File: config.mk
export PLATFORM = sky130hd
export DESIGN_NAME = store_unit_flat
export DESIGN_NICKNAME = d
export VERILOG_FILES = /design/src/rtl/store_unit_if.sv /design/src/rtl/store_unit.sv /design/src/flat_wrapper.sv
export SDC_FILE = /design/constraint.sdc
export NUM_CORES = 1
export LEC_CHECK = 0
export ABC_CLOCK_PERIOD_IN_PS = 2000
export CAP_MARGIN = 20
export CORE_AREA = 2 2 103 105
export DETAILED_ROUTE_END_ITERATION = 10
export DIE_AREA = 0 0 105 107
export PLACE_DENSITY = 0.79
export RECOVER_POWER = 25
export SYNTH_ARGS = -nofsm -noshare
export SYNTH_HDL_FRONTEND = slang
export SYNTH_SLANG_ARGS = --single-unit
File: constraint.sdc
create_clock -name clk -period 2 [get_ports clk]
set_clock_uncertainty 0.2 [all_clocks]
set_input_delay 0.3 -clock clk [delete_from_list [all_inputs] [get_ports clk]]
set_output_delay 0.3 -clock clk [all_outputs]
set_load 0.1 [all_outputs]
File: src/rtl/store_unit_if.sv
// Bus bundle between the execute stage, the store unit and the data RAM.
// Handshake: a request transfers on a rising edge where req_valid and
// req_ready are both high; the requester must not rely on any field after
// that edge, and the unit ignores req_valid while req_ready is low.
interface store_unit_if #(
  parameter int ADDR_W = 14
);
  logic              req_valid;
  logic              req_ready;
  logic [2:0]        funct3;
  logic [31:0]       addr;
  logic [31:0]       store_data;
  logic [ADDR_W-1:0] mem_addr;
  logic              mem_re;
  logic              mem_we;
  logic [31:0]       mem_wdata;
  logic [31:0]       mem_rdata;
  logic              done;
  logic              err;

  // Environment side: execute stage plus RAM read data
  modport master (
    output req_valid, funct3, addr, store_data, mem_rdata,
    input  req_ready, mem_addr, mem_re, mem_we, mem_wdata, done, err
  );

  // Store unit side
  modport slave (
    input  req_valid, funct3, addr, store_data, mem_rdata,
    output req_ready, mem_addr, mem_re, mem_we, mem_wdata, done, err
  );
endinterface

File: src/rtl/store_unit.sv
// sb/sh/sw store engine for word-organised data RAM. Full words are written
// directly; bytes and halfwords go through read-modify-write.
module store_unit #(
  parameter int ADDR_W = 14,
  parameter int RD_LAT = 1
) (
  input  logic           clk,
  input  logic           reset,
  store_unit_if.slave    bus,
  output logic [1:0]     dbg_state_o
);

  localparam logic [1:0] IDLE = 2'd0;
  localparam logic [1:0] RD   = 2'd1;
  localparam logic [1:0] WAIT = 2'd2;
  localparam logic [1:0] WR   = 2'd3;

  // WAIT lasts RD_LAT cycles; counter reaches zero on the last one
  localparam logic [1:0] WAIT_INIT = 2'(RD_LAT - 1);

  logic [1:0]        state_q, state_d;
  logic [1:0]        cnt_q, cnt_d;
  logic [ADDR_W-1:0] maddr_q, maddr_d;
  logic [1:0]        lane_q, lane_d;
  logic              sh_q, sh_d;
  logic [15:0]       data_q, data_d;
  logic [31:0]       wdata_q, wdata_d;
  logic              done_q, done_d;
  logic              err_q, err_d;

  logic              accept;
  logic              legal;
  logic [31:0]       merged;
  logic              unused_addr_hi;

  // Address bits above the RAM size are ignored so addresses wrap
  assign unused_addr_hi = ^bus.addr[31:ADDR_W+2];

  assign accept = bus.req_valid && (state_q == IDLE);

  // Width and alignment check, evaluated on the request as presented
  always_comb begin
    legal = 1'b0;
    case (bus.funct3)
      3'b000:  legal = 1'b1;
      3'b001:  legal = ~bus.addr[0];
      3'b010:  legal = (bus.addr[1:0] == 2'b00);
      default: legal = 1'b0;
    endcase
  end

  // Little-endian lane merge of the latched store data into the read word
  always_comb begin
    merged = bus.mem_rdata;
    if (sh_q) begin
      if (lane_q[1]) merged[31:16] = data_q;
      else           merged[15:0]  = data_q;
    end else begin
      case (lane_q)
        2'd0:    merged[7:0]   = data_q[7:0];
        2'd1:    merged[15:8]  = data_q[7:0];
        2'd2:    merged[23:16] = data_q[7:0];
        default: merged[31:24] = data_q[7:0];
      endcase
    end
  end

  // Next-state logic for the IDLE/RD/WAIT/WR sequence and result pulses
  always_comb begin
    state_d = state_q;
    cnt_d   = cnt_q;
    maddr_d = maddr_q;
    lane_d  = lane_q;
    sh_d    = sh_q;
    data_d  = data_q;
    wdata_d = wdata_q;
    done_d  = 1'b0;
    err_d   = 1'b0;
    case (state_q)
      IDLE: begin
        if (accept) begin
          if (!legal) begin
            err_d = 1'b1;
          end else begin
            maddr_d = bus.addr[ADDR_W+1:2];
            lane_d  = bus.addr[1:0];
            sh_d    = (bus.funct3 == 3'b001);
            data_d  = bus.store_data[15:0];
            if (bus.funct3 == 3'b010) begin
              wdata_d = bus.store_data;
              state_d = WR;
            end else begin
              state_d = RD;
            end
          end
        end
      end
      RD: begin
        cnt_d   = WAIT_INIT;
        state_d = WAIT;
      end
      WAIT: begin
        if (cnt_q == 2'd0) begin
          wdata_d = merged;
          state_d = WR;
        end else begin
          cnt_d = cnt_q - 2'd1;
        end
      end
      default: begin
        state_d = IDLE;
        done_d  = 1'b1;
      end
    endcase
  end

  // State and datapath registers; reset abandons any store in flight
  always_ff @(posedge clk or negedge reset) begin
    if (!reset) begin
      state_q <= IDLE;
      cnt_q   <= 2'd0;
      maddr_q <= '0;
      lane_q  <= 2'd0;
      sh_q    <= 1'b0;
      data_q  <= 16'd0;
      wdata_q <= 32'd0;
      done_q  <= 1'b0;
      err_q   <= 1'b0;
    end else begin
      state_q <= state_d;
      cnt_q   <= cnt_d;
      maddr_q <= maddr_d;
      lane_q  <= lane_d;
      sh_q    <= sh_d;
      data_q  <= data_d;
      wdata_q <= wdata_d;
      done_q  <= done_d;
      err_q   <= err_d;
    end
  end

  assign bus.req_ready = (state_q == IDLE);
  assign bus.mem_re    = (state_q == RD);
  assign bus.mem_we    = (state_q == WR);
  assign bus.mem_addr  = maddr_q;
  assign bus.mem_wdata = wdata_q;
  assign bus.done      = done_q;
  assign bus.err       = err_q;
  assign dbg_state_o   = state_q;

endmodule

File: src/flat_wrapper.sv
// flat-port wrapper written by rule: the top's interface ports become plain ports
module store_unit_flat 
#(
  parameter int ADDR_W = 14,
  parameter int RD_LAT = 1
)
  (clk, reset, dbg_state_o, bus_req_valid, bus_funct3, bus_addr, bus_store_data, bus_mem_rdata, bus_req_ready, bus_mem_addr, bus_mem_re, bus_mem_we, bus_mem_wdata, bus_done, bus_err);
  store_unit_if #(.ADDR_W(ADDR_W)) bus_i ();
  input  logic clk;
  input  logic reset;
  output logic [1:0] dbg_state_o;
  input wire logic [$bits(bus_i.req_valid)-1:0] bus_req_valid;
  input wire logic [$bits(bus_i.funct3)-1:0] bus_funct3;
  input wire logic [$bits(bus_i.addr)-1:0] bus_addr;
  input wire logic [$bits(bus_i.store_data)-1:0] bus_store_data;
  input wire logic [$bits(bus_i.mem_rdata)-1:0] bus_mem_rdata;
  output wire logic [$bits(bus_i.req_ready)-1:0] bus_req_ready;
  output wire logic [$bits(bus_i.mem_addr)-1:0] bus_mem_addr;
  output wire logic [$bits(bus_i.mem_re)-1:0] bus_mem_re;
  output wire logic [$bits(bus_i.mem_we)-1:0] bus_mem_we;
  output wire logic [$bits(bus_i.mem_wdata)-1:0] bus_mem_wdata;
  output wire logic [$bits(bus_i.done)-1:0] bus_done;
  output wire logic [$bits(bus_i.err)-1:0] bus_err;
  assign bus_i.req_valid = bus_req_valid;
  assign bus_i.funct3 = bus_funct3;
  assign bus_i.addr = bus_addr;
  assign bus_i.store_data = bus_store_data;
  assign bus_i.mem_rdata = bus_mem_rdata;
  assign bus_req_ready = bus_i.req_ready;
  assign bus_mem_addr = bus_i.mem_addr;
  assign bus_mem_re = bus_i.mem_re;
  assign bus_mem_we = bus_i.mem_we;
  assign bus_mem_wdata = bus_i.mem_wdata;
  assign bus_done = bus_i.done;
  assign bus_err = bus_i.err;
  store_unit #(.ADDR_W(ADDR_W), .RD_LAT(RD_LAT)) u_core (.clk(clk), .reset(reset), .bus(bus_i), .dbg_state_o(dbg_state_o));
endmodule
==> flow_metrics.tcl, run 1 <==
set metrics [dict create \
    layout_commonest_cell "clkdlybuf4s50_1" \
    grt_usage 0.2056 \
    cp_num_buf_inv 4 \
    cp.required_ns 2.03 \
    grt_start_max_net_pins 72 \
    final_util 0.6221 \
    seq_area_um2 1784 \
    antenna_found_initial 0 \
    yosysWarningCount 0 \
    place_inst 613 \
    gp_congestion 0.8863 \
    drt_iter0_drc 194 \
    port_buffers 138 \
    synth_cell_types 31 \
    fp-row-count 37 \
    via_count 3357 \
    worstPathCellList "inv_4, ha_4, buf_4, a211oi_4, buf_6, buf_16, mux2_2" \
    syn_to_final_growth_pct 63.29 \
    critPathCaptureType "register" \
    yosys_register_bits 71 \
    cpPeakStageDelay_ns 0.45 \
    yosys.area_share.simple 0.08786 \
    setup_viol 0 \
    worst_pin_slew_ns 0.9714 \
    antenna_left 0 \
    setup_ws_ns 0.003174 \
    post-place-ws_ns -0.3743 \
    cts.path.max_buffers 2 \
    synthMuxAreaShare 0.2769 \
    grt_pass1_wl_um 18220 \
    start_util 0.3810 \
    yosysTopAreaCell "dfrtp_1" \
    drive_above_1_share 0.3614 \
    synth_top_family_by_area "multiplexers" \
    core-area_um2 10090 \
    drc 0 \
    n_antenna_cell 0 \
    arrival_ns 2.02 \
    synth.avg_cell_area_um2 11.41 \
    multiInputGateArea_um2 2002 \
    netlist_area_um2 3845 \
    clk_pin_slew_ns 0.08 \
    die_x_um 105 \
    cts_tree "built" \
    synth_xor_area_frac 0.002278 \
    status "finished clean" \
    routedWlPerCell_um 18.32 \
    crit_family "buffers and inverters" \
    period_minus_slack_ns 1.997 \
    crit_slowest_cell "dfrtp_4" \
    critPathLaunchType "register" \
    yosys.area_share.adder 0.01627 \
    hp-class "in2reg" \
    yosys-top-cells-area "dfrtp_1 (46%), mux2_2 (17%), mux2i_1 (10%), o221ai_1 (3.6%), nand2b_1 (3.1%)" \
    post-route-period-util 0.9984 \
    netlist.area_leader.share 0.4621 \
    grt_overflow 0 \
    first_pass_iters 4 \
    layout_common_cells "clkdlybuf4s50_1 (82), dfrtp_1 (69), mux2_2 (44)" \
    finalWirelength_um 11620 \
    maxCapViolations 0 \
    dpl.hpwl_um 8319 \
    synth_compound_area_frac 0.1084 \
    critical_path_class "reg2reg" \
    ctsHtreeMaxLevel 3 \
    maxSlewViolCount 0 \
    syn_inst 337 \
    stdcell_count 634 \
    clock_latency_ns 0.34 \
    syn-num-nets 444 \
    vias_per_cell 5.295 \
    timing.fmax_ghz 0.5008 \
    crit_fanout 14 \
    rsz0062_at_grt "true" \
    cts_root_buffer "clkbuf_8" \
    synth_seq_area_share 0.4621 \
    final_net_count 600 \
    n_fill_cell 817 \
    setup_tns_ns 0 \
    die_area_um2 11240 \
    ios 155 \
    slew_headroom 0.3524 \
    numCtsBuffers 9 \
    cts.sinks 71 \
    die_h_um 107 \
    grt_pass1_vias 3626 \
    hold_viol 0 \
]
## routing by layer
| metal | share of wire | wire, µm | global-route usage | up-vias |
|---|---|---|---|---|
| li1 | - | - | - | 1542 |
| met1 | 0.42 | 4909 | 0.2417 | 1682 |
| met2 | 0.51 | 5924 | 0.3673 | 121 |
| met3 | 0.057 | 664 | 0.06322 | 12 |
| met4 | 0.010 | 118 | 0.04857 | 0 |
| met5 | 0 | 0 | 0 | - |
## timing repair
item | 4_1_cts | 5_1_grt
endpoints found under the hold margin | 71 | 0
cloned | 1 | 1
gates resized for setup | 8 | 17
buffers inserted | 1 | 1
setup endpoints to repair | 28 | 36
pin swaps | 0 | 2
hold buffers | 1 | 0
## per-stage QoR
step                      cell area (µm²)  hold WS [ns]
after floorplan                      3892       -0.1956
after global placement               5908        0.1405
after detailed placement             5908        0.1443
after CTS                            6197        0.2173
after global routing                 6279        0.2204
final                                6279        0.2448
## kinds of logic after synthesis
| kind of cell | count (synthesis) |
|---|---|
| flip-flops | 71 |
| adder cells (fa/ha/maj) | 5 |
| buffers and inverters | 37 |
| XOR/XNOR | 1 |
| AO/OA/AOI/OAI | 57 |
| multiplexers | 99 |
| AND/OR/NAND/NOR | 67 |
## worst register-to-register path: stages (launching register included)
cell and delay, ns:
dfrtp_4 0.45, inv_4 0.05, ha_4 0.17, buf_4 0.14, a211oi_4 0.20, buf_6 0.17
buf_16 0.16, mux2_2 0.34
## final cells by class
type	count	area share
clock buffers	9	0.01973
clock inverters	7	0.01515
inverters	13	0.008569
multi-input cells	229	0.3189
flip-flops and latches	71	0.2842
well taps	136	0.02710
repair buffers	169	0.3264
## flip-flops by register name, summed over array words and instances (netlist names), 2 cells and up
signal,cells
u_core.dbg_state_o,2
u_core.data_q,16
u_core.bus.mem_addr,14
u_core.cnt_q,2
u_core.lane_q,2
u_core.bus.mem_wdata,32
## cells in the mapped netlist
cell / number
a31oi_1: 10
a211oi_4: 1
xnor2_1: 1
nor2b_1: 1
nor2_1: 21
buf_8: 1
nand4_1: 1
and2b_1: 1
o41ai_1: 1
mux2_1: 1
ha_1: 5
mux2_2: 58
inv_1: 13
nor4_2: 1
mux2i_1: 40
buf_1: 3
clkbuf_1: 8
a21oi_1: 1
buf_2: 10
o21ai_0: 17
nor3_1: 1
a31o_2: 7
nand3_1: 16
o21bai_2: 1
nand2_1: 6
o221ai_1: 16
o31ai_1: 2
nand2b_1: 19
buf_6: 2
dfrtp_1: 71
a211oi_1: 1
## path summary, 6_finish.rpt
path | cells after the start | end | startpoint | slack, ns
setup / recovery | 7 | u_core.bus.mem_wdata[15]$_DFFE_PN0P_ | u_core.dbg_state_o[1]$_DFFE_PN0P_ | 0.003
hold / removal | 3 | u_core.sh_q$_DFFE_PN0P_ | bus_funct3[0] | 0.24
setup reg to reg | 7 | u_core.bus.mem_wdata[15]$_DFFE_PN0P_ | u_core.dbg_state_o[1]$_DFFE_PN0P_ | 0.003
hold reg to reg | 1 | u_core.bus.mem_addr[2]$_DFFE_PN0P_ | u_core.bus.mem_addr[2]$_DFFE_PN0P_ | 0.31
max in group asynchronous | 3 | u_core.dbg_state_o[0]$_DFFE_PN0P_ | reset | 0.28
min in group asynchronous | 3 | u_core.bus.mem_addr[7]$_DFFE_PN0P_ | reset | 0.60
Power of run 1 is not shown: default switching activity piles up to over one toggle a cycle in this logic, so the estimate is an artifact.
==> run 2: changes to the inputs <==
--- a/config.mk
+++ b/config.mk
@@ -8,6 +8,7 @@
 export ABC_CLOCK_PERIOD_IN_PS = 2000
 export CAP_MARGIN = 20
 export CORE_AREA = 2 2 103 105
+export CTS_CLUSTER_DIAMETER = 150
 export DETAILED_ROUTE_END_ITERATION = 10
 export DIE_AREA = 0 0 105 107
 export PLACE_DENSITY = 0.79
==> results of run 2 <==
Same layout as run 1: the final DEF is identical, and so are final timing and power.
Power of run 2 is left out for the same reason.
